File: src/rtl/load_store_unit_m.sv
// Memory-stage load/store unit: turns MEM-stage load/store controls into a
// registered req/ack data-memory transaction, with byte-lane strobes for stores,
// sign/zero extension for loads, a bus timeout and a pipeline stall.
module load_store_unit_m #(
    parameter int unsigned TIMEOUT_CYCLES = 255
) (
    input  logic        clk,
    input  logic        rst,
    input  logic        MemReadM,
    input  logic        MemWriteM,
    input  logic [2:0]  Funct3M,
    input  logic [31:0] ALUResultM,
    input  logic [31:0] WriteDataM,
    output logic [31:0] ReadDataM,
    output logic        StallM,
    output logic        MisalignM,
    output logic        BusErrM,
    output logic        mem_req,
    output logic        mem_we,
    output logic [31:0] mem_addr,
    output logic [31:0] mem_wdata,
    output logic [3:0]  mem_wstrb,
    input  logic        mem_ack,
    input  logic [31:0] mem_rdata
);

    typedef enum logic [1:0] {StIdle, StBusy, StDone} state_t;

    state_t      state_q, state_d;
    logic [15:0] cnt_q;
    logic        err_q;
    logic [31:0] rdata_q;
    logic [2:0]  f3_q;
    logic [1:0]  lsb_q;

    logic        access, legal, misal, bad, start, expire;
    logic [31:0] st_wdata;
    logic [3:0]  st_strb;
    logic [31:0] ld_word, ld_ext;

    // Decode legality and alignment of the access presented by the MEM stage
    always_comb begin
        access = MemReadM | MemWriteM;
        if (MemWriteM) begin
            legal = (Funct3M == 3'b000) || (Funct3M == 3'b001) || (Funct3M == 3'b010);
        end else begin
            legal = (Funct3M == 3'b000) || (Funct3M == 3'b001) || (Funct3M == 3'b010) ||
                    (Funct3M == 3'b100) || (Funct3M == 3'b101);
        end
        misal  = ((Funct3M[1:0] == 2'b01) && ALUResultM[0]) ||
                 ((Funct3M[1:0] == 2'b10) && (ALUResultM[1:0] != 2'b00));
        bad    = access && (!legal || misal);
        start  = (state_q == StIdle) && access && !bad;
        // Counter compare is only meaningful when the timeout is enabled
        expire = (TIMEOUT_CYCLES != 0) && (cnt_q == 16'(TIMEOUT_CYCLES - 1));
    end

    // Replicate store data across lanes and place the strobes at the byte offset
    always_comb begin
        st_wdata = WriteDataM;
        st_strb  = 4'b1111;
        unique case (Funct3M[1:0])
            2'b00: begin
                st_wdata = {4{WriteDataM[7:0]}};
                st_strb  = 4'b0001 << ALUResultM[1:0];
            end
            2'b01: begin
                st_wdata = {2{WriteDataM[15:0]}};
                st_strb  = 4'b0011 << ALUResultM[1:0];
            end
            default: begin
                st_wdata = WriteDataM;
                st_strb  = 4'b1111;
            end
        endcase
    end

    // Shift the returned word down to the addressed byte and extend it
    always_comb begin
        ld_word = mem_rdata >> {lsb_q, 3'b000};
        unique case (f3_q)
            3'b000:  ld_ext = {{24{ld_word[7]}}, ld_word[7:0]};
            3'b100:  ld_ext = {24'h0, ld_word[7:0]};
            3'b001:  ld_ext = {{16{ld_word[15]}}, ld_word[15:0]};
            3'b101:  ld_ext = {16'h0, ld_word[15:0]};
            default: ld_ext = ld_word;
        endcase
    end

    // FSM state register
    always_ff @(posedge clk) begin
        if (rst) begin
            state_q <= StIdle;
        end else begin
            state_q <= state_d;
        end
    end

    // Next state and pipeline-facing outputs
    always_comb begin
        state_d   = state_q;
        StallM    = 1'b0;
        MisalignM = 1'b0;
        ReadDataM = 32'h0;
        BusErrM   = 1'b0;
        unique case (state_q)
            StIdle: begin
                if (access) begin
                    if (bad) begin
                        MisalignM = 1'b1;
                    end else begin
                        StallM  = 1'b1;
                        state_d = StBusy;
                    end
                end
            end
            StBusy: begin
                StallM = 1'b1;
                // An ack coinciding with expiry is handled as a normal completion
                if (mem_ack || expire) begin
                    state_d = StDone;
                end
            end
            StDone: begin
                ReadDataM = rdata_q;
                BusErrM   = err_q;
                state_d   = StIdle;
            end
            default: state_d = StIdle;
        endcase
        if (rst) begin
            StallM    = 1'b0;
            MisalignM = 1'b0;
            ReadDataM = 32'h0;
            BusErrM   = 1'b0;
        end
    end

    // Bus registers, captured load data, timeout counter and error flag
    always_ff @(posedge clk) begin
        if (rst) begin
            mem_req   <= 1'b0;
            mem_we    <= 1'b0;
            mem_addr  <= 32'h0;
            mem_wdata <= 32'h0;
            mem_wstrb <= 4'h0;
            rdata_q   <= 32'h0;
            cnt_q     <= 16'h0;
            err_q     <= 1'b0;
            f3_q      <= 3'b0;
            lsb_q     <= 2'b0;
        end else begin
            unique case (state_q)
                StIdle: begin
                    if (start) begin
                        mem_req   <= 1'b1;
                        mem_we    <= MemWriteM;
                        mem_addr  <= {ALUResultM[31:2], 2'b00};
                        mem_wdata <= MemWriteM ? st_wdata : 32'h0;
                        mem_wstrb <= MemWriteM ? st_strb : 4'h0;
                        f3_q      <= Funct3M;
                        lsb_q     <= ALUResultM[1:0];
                        cnt_q     <= 16'h0;
                        err_q     <= 1'b0;
                    end
                end
                StBusy: begin
                    if (mem_ack) begin
                        mem_req <= 1'b0;
                        rdata_q <= mem_we ? 32'h0 : ld_ext;
                    end else begin
                        cnt_q <= cnt_q + 16'd1;
                        if (expire) begin
                            mem_req <= 1'b0;
                            rdata_q <= 32'h0;
                            err_q   <= 1'b1;
                        end
                    end
                end
                StDone: begin
                    err_q <= 1'b0;
                end
                default: ;
            endcase
        end
    end

endmodule

File: config.mk
export PLATFORM = sky130hd
export DESIGN_NAME = load_store_unit_m
export DESIGN_NICKNAME = d
export VERILOG_FILES = /design/src/rtl/load_store_unit_m.sv
export SDC_FILE = /design/constraint.sdc
export NUM_CORES = 1
export LEC_CHECK = 0
export BUFFER_PORTS_ARGS = -buffer_cell sky130_fd_sc_hd__clkbuf_2
export CORE_ASPECT_RATIO = 1.4
export CORE_MARGIN = 2
export CORE_UTILIZATION = 53
export CTS_CLUSTER_DIAMETER = 200
export DETAILED_ROUTE_END_ITERATION = 8
export PLACE_DENSITY = 0.87
export SLEW_MARGIN = 15
export SYNTH_ARGS = -nofsm -noshare
export SYNTH_HDL_FRONTEND = slang
export SYNTH_SLANG_ARGS = --single-unit
export TNS_END_PERCENT = 100
File: constraint.sdc
create_clock -name clk -period 5.8 [get_ports clk]
set_clock_uncertainty 0.05 [all_clocks]
set_input_delay 0.58 -clock clk [delete_from_list [all_inputs] [get_ports clk]]
set_output_delay 0.58 -clock clk [all_outputs]
set_load 0.1 [all_outputs]
==> results of run 1 <==
## sequential cells by signal, indices dropped and copies added (netlist names)
name / flops
err_q: 1
lsb_q: 2
cnt_q: 16
mem_wdata: 32
state_q: 2
mem_wstrb: 4
mem_req: 1
mem_we: 1
mem_addr: 30
f3_q: 3
rdata_q: 32
## per-stage QoR
stage	util, %	instances
6_report	70.4	950
5_1_grt	70.4	950
4_1_cts	70.4	950
3_5_place_dp	64.1	918
3_3_place_gp	64.1	918
2_1_floorplan	-	621
## cells by family (layout without fill, tap and decap cells)
logic type,count (synthesis),after routing,share of synthesized area [%]
mux,61,61,11.2
flops,124,124,43.7
xor+xnor,1,1,0.154
buf+inv,55,246,4.58
compound gates,169,169,22.3
fa+ha+maj,2,2,0.440
simple gates,207,207,17.7
other cells,1,2,0.0660
## worst min-delay path, stage by stage
cell and delay [ps]:
clkbuf_2 80, nand2_1 40, a21oi_1 50
## power by group through the flow
stage	Combinational (W)	Sequential, W	Clock [W]
3_5_place_dp	0.000447	0.000934	0
3_3_place_gp	0.000439	0.000932	0
2_1_floorplan	0.000171	0.00111	0
5_1_grt	0.000474	0.000921	0.00122
6_report	0.000451	0.000917	0.00116
4_1_cts	0.000450	0.000917	0.00117
## path summary, 6_finish.rpt
kind                            slack [ps]  depth (start not counted)      endpoint
worst min-delay path                   340                          3  mem_addr[10]
worst min register to register         400                          2  mem_addr[30]
worst max-delay path                  2320                          5  ReadDataM[3]
worst max register to register        2890                          4   rdata_q[27]
## cells in the final DEF, fill, tap and decap left out, drive strengths merged, types with 3 or more instances in the layout
| cell | n |
|---|---|
| clkbuf | 227 |
| inv | 5 |
| o21ai | 16 |
| nor3 | 4 |
| a2111oi | 3 |
| nor2 | 26 |
| nand4 | 4 |
| buf | 3 |
| bufinv | 5 |
| nand2 | 93 |
| nand2b | 5 |
| a21oi | 62 |
| a221o | 17 |
| mux2i | 51 |
| a22o | 27 |
| dfxtp | 124 |
| o22ai | 7 |
| or3 | 11 |
| clkinvlp | 4 |
| o2bb2ai | 19 |
| nand3 | 19 |
| and2 | 28 |
| a211oi | 5 |
| o21a | 3 |
| mux2 | 9 |
## layout make-up
| class | count | area share [%] |
|---|---|---|
| inverter | 5 | 0.256 |
| tap | 138 | 2.36 |
| timing repair buffer | 209 | 14.4 |
| clock inverter | 11 | 2.60 |
| sequential | 124 | 33.9 |
| clock buffer | 21 | 6.29 |
| multi-input combinational | 442 | 40.2 |
## layer usage
layer	vias up	global-route usage (%)	wire [um]
li1	2598	-	-
met1	2593	30.9	6240
met2	256	43.7	7620
met3	39	7.54	1130
met4	0	13.3	563
met5	-	0	0
==> impl_metrics.yaml, run 1 <==
status:
  status: "complete, no violations"
synth:
  synth.avg_cell_area_um2: 9.17
  synthTopCellsByCount: "124 x dfxtp_1, 93 x nand2_1, 62 x a21oi_1"
  synth_most_common_cell: "dfxtp_1"
  synth_edf_count: 0
  synthTopCellsByArea: "dfxtp_1 44%, mux2i_1 9.0%, nand2_1 6.1%"
  yosys.area.top_type: "dfxtp_1"
  syn_inst: 620
  async_flop_share_pct: 0
  yosysUniqueCellTypes: 53
  ys_warn_count: 0
  ys_seq_area_share_pct: 43.7
  synth-seq-cells: 124
  synth_ff_type: "dfxtp_1"
  synth_top_area_share_pct: 43.7
  syn-cell-area_um2: 5680
pwr:
  power.density_nw_per_um2: 345
  clockPowerShare_pct: 45.8
  seqPwrFrac_pct: 36.3
  power_leakage_nw: 3.18
  swShare_pct: 29.5
  vdd_drop_max_mv: 0.248
  netSwitchingPower_w: 0.000745
  comb_power_share_pct: 17.8
  finalPower_w: 0.00253
  power.internal_w: 0.00178
place:
  port-buffer-count: 206
  pre_cts_slack_ps: 2150
  dpl_cell_area_um2: 6670
  gp_congestion: 0.888
  hpwl_um: 11000
cts:
  cts_tree: "built"
  cts_hold_buffers: 0
  postCtsSetupBuffers: 0
  cts_buffer_depth: 2
  numClockSinks: 124
  numCtsBuffers: 17
  clkTransAtPathRegs_ps: 60
  clkLatencyLatePin_ps: 410
  htreeDepth: 4
  cts.repair.resized: 0
  clockRootBuffer: "clkbuf_16"
layout:
  fin_area_um2: 7330
  fillers: 822
  final_layout_size_suffix_gt1_share_pct: 32.5
  seqCellArea_um2: 2480
  diodes: 0
  multi_input_area_um2: 2950
  layout.nets: 905
  area_delta_synth_final_pct: 28.9
worst_setup_path:
  cp_top_family: "buffers and inverters"
  timing.rr.start: "lsb_q[1]"
  required_ps: 5170
  critical_path_buf_inv_count: 3
  cp_common_cell: "clkbuf_2"
  crit_arrival_ps: 2850
  cpPeakStageDelay_ps: 840
  slowest_stage: "inv_1"
  path_class: "in2out"
  startpoint_type: "primary input"
  worstPathCellList: "clkbuf_2 > inv_1 > nand2_1 > nor2_1 > clkbuf_2"
  critPathLaunch: "rst"
  path_max_fanout: 57
  end_kind: "primary output"
timing:
  hold_viol: 0
  slew_violations: 0
  max_clock_freq_mhz: 287
  post-route-period-util_pct: 60.0
  setup_viol: 0
  worstMarginPinSlew_ps: 1120
  holdWs_ps: 339
  rsz0062_at_grt: "false"
  fin_crit_ps: 3480
  finalSetupTns_ps: 0
  max-slew-margin-rel_pct: 25.6
  setup_slack_ps: 2320
global_route:
  gr-total-overflow: 0
  grt_pass1_wl_um: 24600
  antenna_found_initial: 0
  grt_pass1_vias: 5142
  grt_max_degree: 63
  grt.total_usage_pct: 26.3
floorplanning:
  dieArea_um2: 11600
  pin_count: 209
  die_w_um: 91.5
  coreArea_um2: 10400
  die_h_um: 127
  initial_utilization_pct: 54.6
  fp-row-count: 44
route:
  num_vias: 5486
  wl_per_cell_um: 16.4
  dr.first_iter.drc_count: 317
  drt-total-wl_um: 15600
  drt-vias-per-instance: 5.77
  drtAntennaViolNets: 0
  drc: 0
  dr.pass1.iters: 5
worst_hold_path:
  hold_class: "in2reg"
  holdCritStartpoint: "ALUResultM[10]"
run:
  maxCapViolCount: 0
Power figures use the tool's default switching activity.
==> run 2, diff against run 1 <==
Settings changed: CORE_UTILIZATION 53 to 45, PLACE_DENSITY 0.87 to 0.79.
Clock period 5.8 ns to 2.79 ns, I/O delays scaled along.
==> run 2 against run 1 <==
  * Sequential share of layout area decreased by 2.6 points
  * Largest power group unchanged
  * Critical path type is now reg2out
  * Register-to-register slack got worse by 2400 ps
  * Clock power increased by 98%
  * Core utilization fell by 6.0 points
  * Global-route usage shrank 3.7 points
  * Setup slack got worse by 2000 ps
  * Sequential power up 110%
==> impl_metrics.yaml, run 2 (synthesis results as in run 1) <==
place:
  place_inst: 943
  gp_congestion: 0.862
  hpwl_um: 11300
  port-buffer-count: 206
timing:
  post-route-period-util_pct: 88.5
  worstMarginPinSlew_ps: 906
  setup_viol: 0
  hold_viol: 0
  fin_crit_ps: 2470
  max_clock_freq_mhz: 405
  rsz0062_at_grt: "false"
  slew_violations: 0
  finalSetupTns_ps: 0
  max-slew-margin-rel_pct: 39.6
cts:
  postCtsSetupBuffers: 0
  cts_hold_buffers: 0
  htreeDepth: 4
  cts_buffer_depth: 2
  clkTransAtPathRegs_ps: 60
  cts_tree: "built"
  numCtsBuffers: 17
  clockRootBuffer: "clkbuf_16"
  clkLatencyLatePin_ps: 400
  cts.repair.resized: 0
  numClockSinks: 124
pwr:
  swShare_pct: 30.5
  power_leakage_nw: 3.37
  clockPowerShare_pct: 44.6
  vdd_drop_max_mv: 0.387
  netSwitchingPower_w: 0.00157
  seqPwrFrac_pct: 36.8
  power.internal_w: 0.00359
  finalPower_w: 0.00516
  power.density_nw_per_um2: 650
  comb_power_share_pct: 18.5
global_route:
  antenna_found_initial: 0
  grt_max_degree: 55
  grt-busiest-layer: "met2"
  grt_pass1_vias: 5211
  gr-total-overflow: 0
  met3_usage_pct: 6.74
  grt.total_usage_pct: 22.6
  met2_usage_pct: 39.2
  gr-usage-met1_pct: 26.0
  grt_pass1_wl_um: 24800
floorplanning:
  pin_count: 209
  coreArea_um2: 12300
  die_h_um: 137
  fp-row-count: 48
  initial_utilization_pct: 46.2
  die_w_um: 99.0
  dieArea_um2: 13600
worst_setup_path:
  crit_arrival_ps: 2140
  reg2reg_to: "rdata_q[31]"
  startpoint_type: "flop"
  reg2reg_depth: 6
  required_ps: 2460
  path_class: "reg2out"
  timing.rr.start: "cnt_q[0]"
  path_max_fanout: 25
  critPathLaunch: "state_q[1]"
  worst-r2r-setup-slack_ps: 490
  end_kind: "primary output"
layout:
  reg_top3: "mem_wdata x32, rdata_q x32, mem_addr x30"
  diodes: 0
  layout.nets: 918
  seqCellArea_um2: 2480
  multi_input_area_um2: 2960
  final_util_pct: 64.5
  final_common_cell: "clkbuf_2"
  area_delta_synth_final_pct: 39.6
  fillers: 1022
  instances_no_fill: 975
  most-common-layout-cells: "172 x clkbuf_2, 124 x dfxtp_1, 93 x nand2_1, 62 x a21oi_1, 51 x mux2i_1"
  final_layout_size_suffix_gt1_share_pct: 33.8
worst_hold_path:
  holdCritStartpoint: "ALUResultM[8]"
  hold_depth: 3
  whs_endpoint: "mem_addr[8]"
  hold_class: "in2reg"
route:
  dr.first_iter.drc_count: 243
  drt-total-wl_um: 15400
  wl_per_cell_um: 15.8
  drtAntennaViolNets: 0
  drc: 0
  num_vias: 5345
  drt-vias-per-instance: 5.48
  dr.pass1.iters: 5
run:
  maxCapViolCount: 0
status:
  status: "complete, no violations"
## run 2: worst max-delay path by stage
stage | to | slack, ps
floorplan | ReadDataM[0] | 430
global placement | cnt_q[8] | 430
detailed placement | cnt_q[8] | 420
CTS | ReadDataM[17] | 310
global route | ReadDataM[19] | 150
finish | ReadDataM[19] | 320
## run 2: metal layers
metal	wire length (um)	vias up
met5	0	-
met4	412	0
met3	1050	33
met2	7930	187
met1	6030	2495
li1	-	2630
## run 2: area by class of cell
cell class | count | share of cell area [%]
Clock inverter | 15 | 2.51
Tap cell | 150 | 2.37
Sequential cell | 124 | 31.3
Timing Repair Buffer | 222 | 20.9
Multi-Input combinational cell | 442 | 37.3
Clock buffer | 17 | 5.36
Inverter | 5 | 0.237
## run 2: stage by stage
step                cell area, um^2  setup WS [ps]  hold WS, ps
CTS                            7940            307         32.4
global route                   7940            153         29.3
global placement               7310            427          391
floorplan                      5700            434          355
detailed placement             7310            421          396
finish                         7940            320         44.3
## run 2: worst max-delay path: stages (launching register included)
cell	delay [ps]
dfxtp_1	550
nand2b_1	300
nor2_1	190
buf_4	250
and2_1	240
buf_12	200
## run 2: power by group through the flow
| stage | Clock, W | Combinational (W) | Sequential [W] |
|---|---|---|---|
| 2_1_floorplan | 0 | 0.000358 | 0.00231 |
| 3_3_place_gp | 0 | 0.000945 | 0.00194 |
| 3_5_place_dp | 0 | 0.000956 | 0.00194 |
| 4_1_cts | 0.00234 | 0.000959 | 0.00190 |
| 5_1_grt | 0.00244 | 0.00101 | 0.00191 |
| 6_report | 0.00230 | 0.000956 | 0.00190 |
